<file path="config.mk">
export PLATFORM = sky130hd
export DESIGN_NAME = bp_mmu_ptw
export DESIGN_NICKNAME = d
export VERILOG_FILES = /design/src/rtl/bp_mmu_ptw.sv
export SDC_FILE = /design/constraint.sdc
export NUM_CORES = 1
export LEC_CHECK = 0
export ABC_AREA = 1
export ABC_CLOCK_PERIOD_IN_PS = 4100
export CORE_MARGIN = 4
export CORE_UTILIZATION = 45
export CTS_CLUSTER_DIAMETER = 150
export DETAILED_ROUTE_END_ITERATION = 10
export PLACE_DENSITY_LB_ADDON = 0.12
export SYNTH_ARGS = -nofsm -noshare
export SYNTH_HDL_FRONTEND = slang
export SYNTH_SLANG_ARGS = --single-unit
</file>
<file path="constraint.sdc">
create_clock -name clk_i -period 4.1 [get_ports clk_i]
set_input_delay 0.82 -clock clk_i [delete_from_list [all_inputs] [get_ports clk_i]]
set_output_delay 0.82 -clock clk_i [all_outputs]
set_load 0.01 [all_outputs]
</file>
<file path="src/rtl/bp_mmu_ptw.sv">
// bp_mmu_ptw: hardware page-table walker.
//
// Takes one TLB-miss walk at a time, reads one PTE per level starting from
// the root PPN, and returns the leaf translation (PPN, superpage level, PTE
// flags) or a page fault. Depth and widths are parameters, so SV39 and SV48
// use the same block.
//
// Ports
//   clk_i, reset_n_i       clock, synchronous active-low reset
//   satp_ppn_i             root page-table PPN, sampled when a walk is accepted
//   walk_v_i/walk_vpn_i    walk request, accepted when walk_ready_o is high
//   walk_ready_o           idle and out of reset
//   mem_req_*              PTE read request (valid/ready, byte address)
//   mem_resp_v_i/data_i    PTE read data; always sunk while waiting
//   fill_*                 walk result (valid/ready, vpn, ppn, level, flags, fault)
module bp_mmu_ptw #(
  parameter int vaddr_width_p       = 39,
  parameter int paddr_width_p       = 56,
  parameter int page_table_depth_p  = 3,
  parameter int pte_width_p         = 64,
  parameter int page_offset_width_p = 12,
  localparam int vpn_w  = vaddr_width_p - page_offset_width_p,
  localparam int ppn_w  = paddr_width_p - page_offset_width_p,
  localparam int idx_w  = vpn_w / page_table_depth_p,
  localparam int lvl_w  = (page_table_depth_p > 1) ? $clog2(page_table_depth_p) : 1,
  localparam int pte_sh = page_offset_width_p - idx_w
) (
  input  logic                     clk_i,
  input  logic                     reset_n_i,
  input  logic [ppn_w-1:0]         satp_ppn_i,
  input  logic                     walk_v_i,
  input  logic [vpn_w-1:0]         walk_vpn_i,
  output logic                     walk_ready_o,
  output logic                     mem_req_v_o,
  output logic [paddr_width_p-1:0] mem_req_addr_o,
  input  logic                     mem_req_ready_i,
  input  logic                     mem_resp_v_i,
  input  logic [pte_width_p-1:0]   mem_resp_data_i,
  output logic                     fill_v_o,
  input  logic                     fill_ready_i,
  output logic [vpn_w-1:0]         fill_vpn_o,
  output logic [ppn_w-1:0]         fill_ppn_o,
  output logic [lvl_w-1:0]         fill_level_o,
  output logic [7:0]               fill_flags_o,
  output logic                     fill_fault_o
);

  typedef enum logic [1:0] {S_IDLE, S_SEND, S_WAIT, S_DONE} state_e;

  state_e             state_q, state_d;
  logic               live_q;
  logic [vpn_w-1:0]   vpn_q, vpn_d;
  logic [ppn_w-1:0]   base_q, base_d;
  logic [lvl_w-1:0]   level_q, level_d;
  logic [ppn_w-1:0]   fill_ppn_q, fill_ppn_d;
  logic [lvl_w-1:0]   fill_level_q, fill_level_d;
  logic [7:0]         fill_flags_q, fill_flags_d;
  logic               fill_fault_q, fill_fault_d;

  // PTE decode
  logic               pte_v, pte_r, pte_w, pte_x;
  logic [ppn_w-1:0]   pte_ppn;
  logic [ppn_w-1:0]   lo_mask;
  logic [ppn_w-1:0]   vpn_ext;
  logic [idx_w-1:0]   cur_idx;
  logic               pte_unused;

  assign pte_v   = mem_resp_data_i[0];
  assign pte_r   = mem_resp_data_i[1];
  assign pte_w   = mem_resp_data_i[2];
  assign pte_x   = mem_resp_data_i[3];
  assign pte_ppn = mem_resp_data_i[10 +: ppn_w];
  // Only the flag and PPN fields matter; the rest of the PTE is dropped.
  assign pte_unused = ^mem_resp_data_i;

  // PPN bits below the current level: must be zero for an aligned superpage,
  // and are taken from the VPN in the result. All-zero at level 0.
  assign lo_mask = ~({ppn_w{1'b1}} << (int'(level_q) * idx_w));
  assign vpn_ext = ppn_w'(vpn_q);
  assign cur_idx = idx_w'(vpn_q >> (int'(level_q) * idx_w));

  // Gating with live_q keeps ready low while reset is held, without a
  // combinational path from reset_n_i.
  assign walk_ready_o   = (state_q == S_IDLE) && live_q;
  assign mem_req_v_o    = (state_q == S_SEND);
  assign mem_req_addr_o = {base_q, cur_idx, {pte_sh{1'b0}}};
  assign fill_v_o       = (state_q == S_DONE);
  assign fill_vpn_o     = vpn_q;
  assign fill_ppn_o     = fill_ppn_q;
  assign fill_level_o   = fill_level_q;
  assign fill_flags_o   = fill_flags_q;
  assign fill_fault_o   = fill_fault_q;

  always_comb begin
    state_d      = state_q;
    vpn_d        = vpn_q;
    base_d       = base_q;
    level_d      = level_q;
    fill_ppn_d   = fill_ppn_q;
    fill_level_d = fill_level_q;
    fill_flags_d = fill_flags_q;
    fill_fault_d = fill_fault_q;
    case (state_q)
      S_IDLE: if (walk_v_i && walk_ready_o) begin
        vpn_d   = walk_vpn_i;
        base_d  = satp_ppn_i;
        level_d = lvl_w'(page_table_depth_p - 1);
        state_d = S_SEND;
      end
      S_SEND: if (mem_req_ready_i) state_d = S_WAIT;
      S_WAIT: if (mem_resp_v_i) begin
        if (!pte_v || (!pte_r && pte_w) || (pte_r || pte_x) || (level_q == '0)) begin
          // Walk terminates here: leaf, invalid PTE, or pointer at level 0.
          state_d      = S_DONE;
          fill_level_d = level_q;
          fill_flags_d = mem_resp_data_i[7:0];
          fill_ppn_d   = '0;
          fill_fault_d = 1'b1;
          if (pte_v && !(!pte_r && pte_w) && (pte_r || pte_x) &&
              ((pte_ppn & lo_mask) == '0)) begin
            fill_fault_d = 1'b0;
            fill_ppn_d   = (pte_ppn & ~lo_mask) | (vpn_ext & lo_mask);
          end
        end else begin
          // Pointer to the next-level table; level > 0 here, so no wrap.
          base_d  = pte_ppn;
          level_d = level_q - 1'b1;
          state_d = S_SEND;
        end
      end
      S_DONE: if (fill_ready_i) state_d = S_IDLE;
      default: state_d = S_IDLE;
    endcase
  end

  always_ff @(posedge clk_i) begin
    if (!reset_n_i) begin
      state_q      <= S_IDLE;
      live_q       <= 1'b0;
      vpn_q        <= '0;
      base_q       <= '0;
      level_q      <= '0;
      fill_ppn_q   <= '0;
      fill_level_q <= '0;
      fill_flags_q <= '0;
      fill_fault_q <= 1'b0;
    end else begin
      state_q      <= state_d;
      live_q       <= 1'b1;
      vpn_q        <= vpn_d;
      base_q       <= base_d;
      level_q      <= level_d;
      fill_ppn_q   <= fill_ppn_d;
      fill_level_q <= fill_level_d;
      fill_flags_q <= fill_flags_d;
      fill_fault_q <= fill_fault_d;
    end
  end

endmodule

</file>
Yosys cells after proc, flatten, opt, wreduce, memory -nomap -nowiden
Cells that the tools add are included.

Register bits after elaboration: 131. Latch bits: 0. Bits in writable memories: 0. Bits in read-only memories: 0. Input port bits: 141. Word-level logic and storage cells: 65. Memories kept: 0.

$add $sub $neg: 1. Multipliers: 1. Divide/modulo/power cells: 0. Order comparisons: 0. Equal/unequal tests: 8. Shift-type cells: 2. Multiplexer cells: 17. Bitwise logic cells: 6. Reductions and logical operators: 21.

Operator list (number): 2-to-1 mux 44 bit (4); bitwise AND 44 bit (2); inverter 44 bit (2); one-hot mux 44 bit (2 select lines) (1); bitwise AND 27 x 44 -> 44 bit (1); logical NOT 44 bit (1); bitwise OR 44 bit (1); << shifter 44 x 32 -> 44 bit, first input constant (1); right shift 27 x 6 -> 9 bit (1); 2-to-1 mux 2 bit (8); one-hot mux 2 bit (4 select lines) (1); AND reduction 4 bit (2); logical AND 1 bit (6); multiplier 2 x 4 -> 6 bit, second input constant (1); inequality test 2 x 1 -> 1 bit, second input constant (3); == test 2 bit, second input constant (2); logical NOT 2 bit (2); logical OR 1 bit (4); inequality test 2 bit, second input constant (2); one-hot mux 2 bit (2 select lines) (1); logical NOT 1 bit (3); AND reduction 3 bit (1); == test 2 x 1 -> 1 bit, second input constant (1); 2-to-1 mux 1 bit (2); other kinds (3) (3).

Logic depth before layout (Yosys ltp)
Gate-level depths: netlist (run 1).

Depth in word-level cells: 8. Depth in mapped cells: 15.

Worst setup path after synthesis (run 1)
OpenSTA, ideal clock, no wires.

Kind: reg2reg. Start point: register level_q[1]. End point: register base_q[10]. Setup time: 0.115 ns. Arrival: 2.129 ns. Setup slack: 1.856 ns. Stages on the path, launching flop included: 13. Buffers on the path: 4. Clock period less this slack: 2.244 ns. Cells stage by stage: dfxtp_1 -> clkbuf_1 -> clkbuf_1 -> inv_1 -> ha_1 -> inv_2 -> nand4_1 -> a21oi_1 -> buf_2 -> buf_2 -> nand3b_1 -> nand2_1 -> nor2_1.

Longest elaborated chain between the ends: 4.

Ends and longest elaborated chain: from (decl) (RTL line 54) `logic [lvl_w-1:0] level_q, level_d;`; from (signal assigned) (RTL line 152) `level_q <= level_d;`; logical NOT 2 bit (RTL line 112) `if (!pte_v || (!pte_r && pte_w) || (pte_r || pte_x) || (level_q == '0)) begin`; logical OR 1 bit (RTL line 112); inequality test 2 bit (no source line); AND reduction 4 bit (no source line); to (signal assigned) (RTL line 151) `base_q <= base_d;`; to (decl) (RTL line 53) `logic [ppn_w-1:0] base_q, base_d;`.

No other way between the ends. A chain may end at the register's enable or synchronous reset.

Worst setup path in the final report (run 1)
Start point: register state_q[1]. End point: output port walk_ready_o.

Longest elaborated chain between the ends: 2.

Ends and longest elaborated chain: from (decl) (RTL line 50) `state_e state_q, state_d;`; from (signal assigned) (RTL line 148) `state_q <= state_d;`; logical NOT 2 bit (RTL line 84) `assign walk_ready_o = (state_q == S_IDLE) && live_q;`; logical AND 1 bit (RTL line 84); to (decl) (RTL line 33) `output logic walk_ready_o,`.

No other way between the ends.

==> out/summary.txt, run 1 <==
postcts setup bufs: 0
Post-Synth XOR/XNOR Area: 0
chip width: 128 um
deepest clock path buffer count: 2
1st-pass router iterations: 5
post-placement cell count: 1407
period utilisation layout: 0.761
Initial Utilization: 0.464
first-pass GRT wire length: 34700 um
Cells after Synth: 1018
Clock transition at path regs: 0.06 ns
Reg area: 2620 um^2
nets: 1390
crit path DAT: 2.30 ns
initial antenna violation count: 0
io pins: 282
Setup TNS: 0 ns
Worst-Skew Late Latency: 0.42 ns
Simple-Gate Fraction of Synth Area: 0.340
largest family of logic cells by synthesized area: simple AND/OR/NAND/NOR gates
gp weighted congestion: 0.896
Num CTS Buffers: 17
Synth Area in Compound Gates: 0.143
outcome: finished clean
vias per cell: 4.86
largest net degree at the start of global routing: 62
max-cap violation count: 0
power per cell area: 487 nW/um^2
final core occ: 0.694
port bufs: 266
fin crit period: 3.12 ns
Max Slew Vio Count: 0
synthesized area: 6510 um^2
H-tree levels: 4
Max Fanout on Critical Path: 8
layout cell share with drive strength beyond 1: 0.0437
kind of critical path: reg -> out
GRT Total Usage: 0.270
die height: 128 um
grt ovf: 0
top cells by area, synth: dfxtp_1 (40%), nand2_1 (21%), a21oi_1 (7.3%)
final non-filler cell total: 1438
fmax: 320 MHz
antenna cells: 0
Worst Setup End Kind: output port
Area growth, synth to finish: 49.7%
async set-or-reset flop fraction in the synthesized netlist: 0
Routed Antenna Nets: 0
startpoint types: flop
CTS tree: built
post-DR wirelength/cell: 15.7 um
multiplexer share of the synthesized area: 0
Critical Path RT: 3.28 ns
Mean Syn Cell Area: 6.40 um^2
post-synth top area share: 0.403
synth unique cells: 25
Multi-input gate area: 3210 um^2
Final Setup Violations: 0
Warnings, synthesis: 0
Seq/Total Area, Yosys: 0.403
core area: 14000 um^2
Root Driver: clkbuf_16
FP Rows: 43
final hold vios: 0
DRC Markers: 0
Routed WL: 22500 um
Synth Flop Type: dfxtp_1
Hold Path Class: reg -> reg
vias in the first global route: 6487
relative slew slack: 0.395
Sink Count: 131
# fillers: 1222
CTS Hold Buffers Added: 0
die area: 16500 um^2
initial drt markers: 654
Synth Area in Adders: 0.00576
cell taking the most area after synthesis: dfxtp_1
LEAKAGE: 4.12 nW
synthesis-stage register bit count: 131
Clock Skew: 0.00703 ns
vias: 6990
Post-CTS Resized: 0
RSZ-0062 raised after global routing: no
Post-synth EDFFs: 0
Post-DP HPWL: 16500 um
VDD IR max: 0.321 mV
slew at the pin closest to its max-slew limit: 0.904 ns
-- stage by stage --
step / hold WS (ns) / cell area (um^2) / total power, mW / worst slack (ns)
after detailed placement: 0.458 / 9160 / 3.25 / 1.05
after floorplan: 0.488 / 6520 / 2.52 / 1.86
after global routing: 0.485 / 9750 / 5.03 / 0.847
final: 0.464 / 9750 / 4.75 / 0.978
after global placement: 0.453 / 9160 / 3.23 / 1.07
after CTS: 0.467 / 9750 / 4.77 / 1.01
-- registers in the layout (all words and copies together), names as in the netlist --
register      cells
base_q           44
fill_ppn_o       44
fill_vpn_o       27
fill_flags_o      8
fill_level_o      2
level_q           2
state_q           2
fill_fault_o      1
live_q            1
-- placed cells by master (no fill, tap or decap), drive strengths merged --
cell / n
a21oi: 95
buf: 13
bufinv: 2
clkbuf: 23
clkdlybuf4s50: 265
clkinv: 3
clkinvlp: 3
conb: 3
dfxtp: 131
ha: 3
inv: 93
nand2: 367
nand3: 9
nand3b: 45
nand4: 1
nor2: 110
nor3b: 1
o21ai: 90
or2: 1
-- worst max-delay path, stage by stage, from the launching register on --
cell             delay [ns]
dfxtp_1                0.43
nor3b_1                0.71
clkdlybuf4s50_1        0.75
-- power breakdown --
part           leakage (nW)  internal [mW]  switching (mW)
logic                  2.77          0.783           0.880
registers              1.07           1.46           0.109
clock network         0.281          0.955           0.562
-- path summary, 6_finish.rpt --
kind	slack, ns	startpoint	end	cells past startpoint
worst max-delay path	0.98	state_q[1]$_SDFFE_PN0P_	walk_ready_o	2
worst max register to register	1.15	level_q[1]$_SDFFE_PN0P_	base_q[41]$_SDFFE_PN0P_	10
worst min register to register	0.46	fill_flags_o[0]$_SDFFE_PN0P_	fill_flags_o[0]$_SDFFE_PN0P_	2
worst min-delay path	0.46	fill_flags_o[0]$_SDFFE_PN0P_	fill_flags_o[0]$_SDFFE_PN0P_	2
-- final cells by class --
class                      count  area share
inverter                      93      0.0358
sequential                   131       0.269
timing repair buffer         278       0.283
clock buffer                  23      0.0500
multi-input combinational    725       0.329
tap                          180      0.0231
clock inverter                 8      0.0104
-- cell families after synthesis --
kind of cell / Yosys count
AND/OR/NAND/NOR: 534
AO/OA/AOI/OAI: 185
buffers and inverters: 164
flip-flops: 131
adder cells (fa/ha/maj): 3
other: 1
-- metal layers --
layer	track usage	vias to the layer above	part of all wire	wire, um
li1	-	3633	-	-
met1	0.373	3053	0.45	10100
met2	0.405	263	0.44	9910
met3	0.0729	41	0.083	1870
met4	0.0980	0	0.028	634
met5	0	-	0	0
-- cells in the mapped netlist (2+ instances only) --
master and n:
nand3_2 2, buf_1 5, dfxtp_1 131, o21ai_0 85, nand3_1 7, o21ai_1 4
inv_1 88, buf_4 14, ha_1 3, nor2_1 109, a21oi_1 95, clkbuf_1 27
buf_2 24, nand3b_1 45, inv_2 5, nand2_1 365
(Power assumes the default switching activity.)
==> run 2: changes to the inputs <==
--- a/config.mk
+++ b/config.mk
@@ -6,9 +6,9 @@
 export NUM_CORES = 1
 export LEC_CHECK = 0
 export ABC_AREA = 1
-export ABC_CLOCK_PERIOD_IN_PS = 4100
+export ABC_CLOCK_PERIOD_IN_PS = 3200
 export CORE_MARGIN = 4
-export CORE_UTILIZATION = 45
+export CORE_UTILIZATION = 43
 export CTS_CLUSTER_DIAMETER = 150
 export DETAILED_ROUTE_END_ITERATION = 10
 export PLACE_DENSITY_LB_ADDON = 0.12
==> constraint.sdc (replaced) <==
create_clock -name clk_i -period 3.2 [get_ports clk_i]
set_input_delay 0.64 -clock clk_i [delete_from_list [all_inputs] [get_ports clk_i]]
set_output_delay 0.64 -clock clk_i [all_outputs]
set_load 0.01 [all_outputs]
==> run 2 against run 1 <==
Critical path depth grew 4. Cell area increased by 0.37%. Hold slack is essentially flat. Final cell count grew 0.70%. Clock-buffer cell count down 5. Power grew 27%. Die area increased by 4.4%. Via count increased by 0.77%. Register-to-register slack got worse by 0.49 ns.
==> out/summary.txt, run 2 (synthesis results as in run 1) <==
outcome: finished clean
crit path DAT: 2.17 ns (-0.13 ns)
Critical Path RT: 2.56 ns (-0.72 ns)
final worst-path setup slack: 0.390 ns (-0.588 ns)
post-DR wirelength/cell: 15.8 um (+0.86%)
layout cell share with drive strength beyond 1: 0.0498 (+0.00612)
nets: 1396 (+0.43%)
CP dominant cell by count: o21ai_0
Worst Setup End Kind: output port
Routed WL: 22900 um (+1.6%)
Buf/Inv on CP: 3 (+2)
final hold vios: 0 (unchanged)
Critical R2R Capture: base_q[3]$_SDFFE_PN0P_
first-pass GRT wire length: 34100 um (-1.8%)
Initial Utilization: 0.443 (-0.0207)
RR Startpoint: level_q[0]$_SDFFE_PN0P_
io pins: 282 (unchanged)
power per cell area: 617 nW/um^2 (+27%)
Overall Power: 6.04 mW (+27%)
1st-pass router iterations: 5 (unchanged)
slowest stage delay, CP: 0.60 ns (-0.15 ns)
VDD IR max: 0.364 mV (+13%)
Max Fanout on Critical Path: 18 (+10)
Final Setup Violations: 0 (unchanged)
chip width: 131 um (+2.2%)
grt ovf: 0 (unchanged)
core area: 14700 um^2 (+4.7%)
Post-DP HPWL: 17000 um (+2.6%)
GRT Total Usage: 0.260 (-0.00961)
Worst-Skew Late Latency: 0.42 ns (about the same)
dpl ws: 0.501 ns (-0.551 ns)
Num CTS Buffers: 17 (unchanged)
postcts setup bufs: 0 (unchanged)
most frequent cells in the layout: nand2_1 (365), clkdlybuf4s50_1 (265), dfxtp_1 (131), nor2_1 (109), a21oi_1 (94)
R2R depth: 10 (unchanged)
switching share of total power: 0.332 (+0.00477)
vias per cell: 4.86 (about the same)
initial antenna violation count: 0 (unchanged)
Clock transition at path regs: 0.06 ns (about the same)
LEAKAGE: 4.14 nW (+0.61%)
Hold Path Class: reg -> reg
area post-placement: 9210 um^2 (+0.55%)
# fillers: 1386 (+13%)
vias: 7044 (+0.77%)
period utilisation layout: 0.878
fmax: 356 MHz
Post-CTS Resized: 0 (unchanged)
kind of critical path: reg -> out
largest net degree at the start of global routing: 61 (-1.6%)
DRC Markers: 0 (unchanged)
initial drt markers: 650 (-0.61%)
Sink Count: 131 (unchanged)
gp weighted congestion: 0.869 (-3.0%)
delay-heaviest family, CP: buffers and inverters
critical path's slowest cell: clkdlybuf4s50_1
Max Slew Vio Count: 0 (unchanged)
FP Rows: 44 (+2.3%)
slew at the pin closest to its max-slew limit: 0.847 ns (-0.0570 ns)
fin crit period: 2.81 ns
flop2flop setup slack: 0.66 ns (-0.49 ns)
Routed Antenna Nets: 0 (unchanged)
Switch Pwr: 2.00 mW (+29%)
antenna cells: 0 (unchanged)
WHS Path Cells: 2 (unchanged)
RSZ-0062 raised after global routing: no
vias in the first global route: 6318 (-2.6%)
Comb power frac: 0.354 (+0.004)
Hold Crit Endpoint: fill_flags_o[5]$_SDFFE_PN0P_
H-tree levels: 4 (unchanged)
Pint: 4.04 mW (+26%)
port bufs: 266 (unchanged)
HP Start: fill_flags_o[5]$_SDFFE_PN0P_
Hold Slack: 0.464 ns (-0.000411 ns)
startpoint types: flop
max-cap violation count: 0 (unchanged)
Setup TNS: 0 ns (unchanged)
worst path cell trace: inv_1, buf_4, a21oi_1, o21ai_0, o21ai_0, clkdlybuf4s50_1
most common cell after layout, fill and taps aside: nand2_1
share of total power in the clock network: 0.313 (-0.007)
die area: 17200 um^2 (+4.4%)
Clock Skew: 0.00581 ns (-0.00123 ns)
die height: 131 um (+2.2%)
Flop pwr share: 0.333 (+0.003)
Root Driver: clkbuf_16
Area growth, synth to finish: 50.2%
CTS tree: built
post-placement cell count: 1417 (+0.71%)
deepest clock path buffer count: 2 (unchanged)
final non-filler cell total: 1448 (+0.70%)
relative slew slack: 0.434 (+0.0381)
final instance area: 9790 um^2 (+0.37%)
final core occ: 0.666 (-0.0286)
CTS Hold Buffers Added: 0 (unchanged)
run 2: worst max path at each step:
stage	depth (start not counted)	slack, ns	startpoint	to
after global routing	6	0.23	level_q[0]$_SDFFE_PN0P_	mem_req_addr_o[8]
after detailed placement	8	0.50	mem_resp_data_i[1]	fill_ppn_o[37]$_SDFFE_PN0P_
after CTS	6	0.34	level_q[0]$_SDFFE_PN0P_	mem_req_addr_o[8]
after floorplan	12	0.96	level_q[1]$_SDFFE_PN0P_	base_q[10]$_SDFFE_PN0P_
after global placement	8	0.55	mem_resp_data_i[1]	base_q[3]$_SDFFE_PN0P_
final	6	0.39	level_q[0]$_SDFFE_PN0P_	mem_req_addr_o[8]
run 2: worst min-delay path: stages, from the launching register on:
cell and delay [ns]:
dfxtp_1 0.31, nand2_1 0.06, a21oi_1 0.05
run 2: cell type report:
| cell class | instances | area [um^2] | share of cell area |
|---|---|---|---|
| Multi-Input combinational cell | 725 | 3210 | 0.327 |
| Timing Repair Buffer | 284 | 2810 | 0.287 |
| Sequential cell | 131 | 2620 | 0.268 |
| Clock buffer | 18 | 439 | 0.0449 |
| Inverter | 93 | 349 | 0.0357 |
| Tap cell | 184 | 230 | 0.0235 |
| Clock inverter | 13 | 136 | 0.0139 |
run 2: power by group through the flow:
stage               Combinational (mW)  Clock (mW)  Sequential, mW
global placement                  2.11           0            2.04
floorplan                         1.11           0            2.12
CTS                               2.14        1.92            2.01
finish                            2.14        1.89            2.01
global route                      2.39        1.99            2.04
detailed placement                2.13           0            2.04
run 2: per-layer routing:
metal / track usage / up-vias / wire length (um)
met2: 0.386 / 263 / 10100
met5: 0 / - / 0
met3: 0.0737 / 30 / 1940
li1: - / 3639 / -
met1: 0.362 / 3112 / 10300
met4: 0.0926 / 0 / 520
==> run 3: changes to the inputs <==
--- a/config.mk
+++ b/config.mk
@@ -7,6 +7,7 @@
 export LEC_CHECK = 0
 export ABC_AREA = 1
 export ABC_CLOCK_PERIOD_IN_PS = 3200
+export CAP_MARGIN = 30
 export CORE_MARGIN = 4
 export CORE_UTILIZATION = 43
 export CTS_CLUSTER_DIAMETER = 150
@@ -15,3 +16,4 @@
 export SYNTH_ARGS = -nofsm -noshare
 export SYNTH_HDL_FRONTEND = slang
 export SYNTH_SLANG_ARGS = --single-unit
+export TNS_END_PERCENT = 50
==> results of run 3 <==
No change in the layout: final DEF, timing and power equal those of run 2.
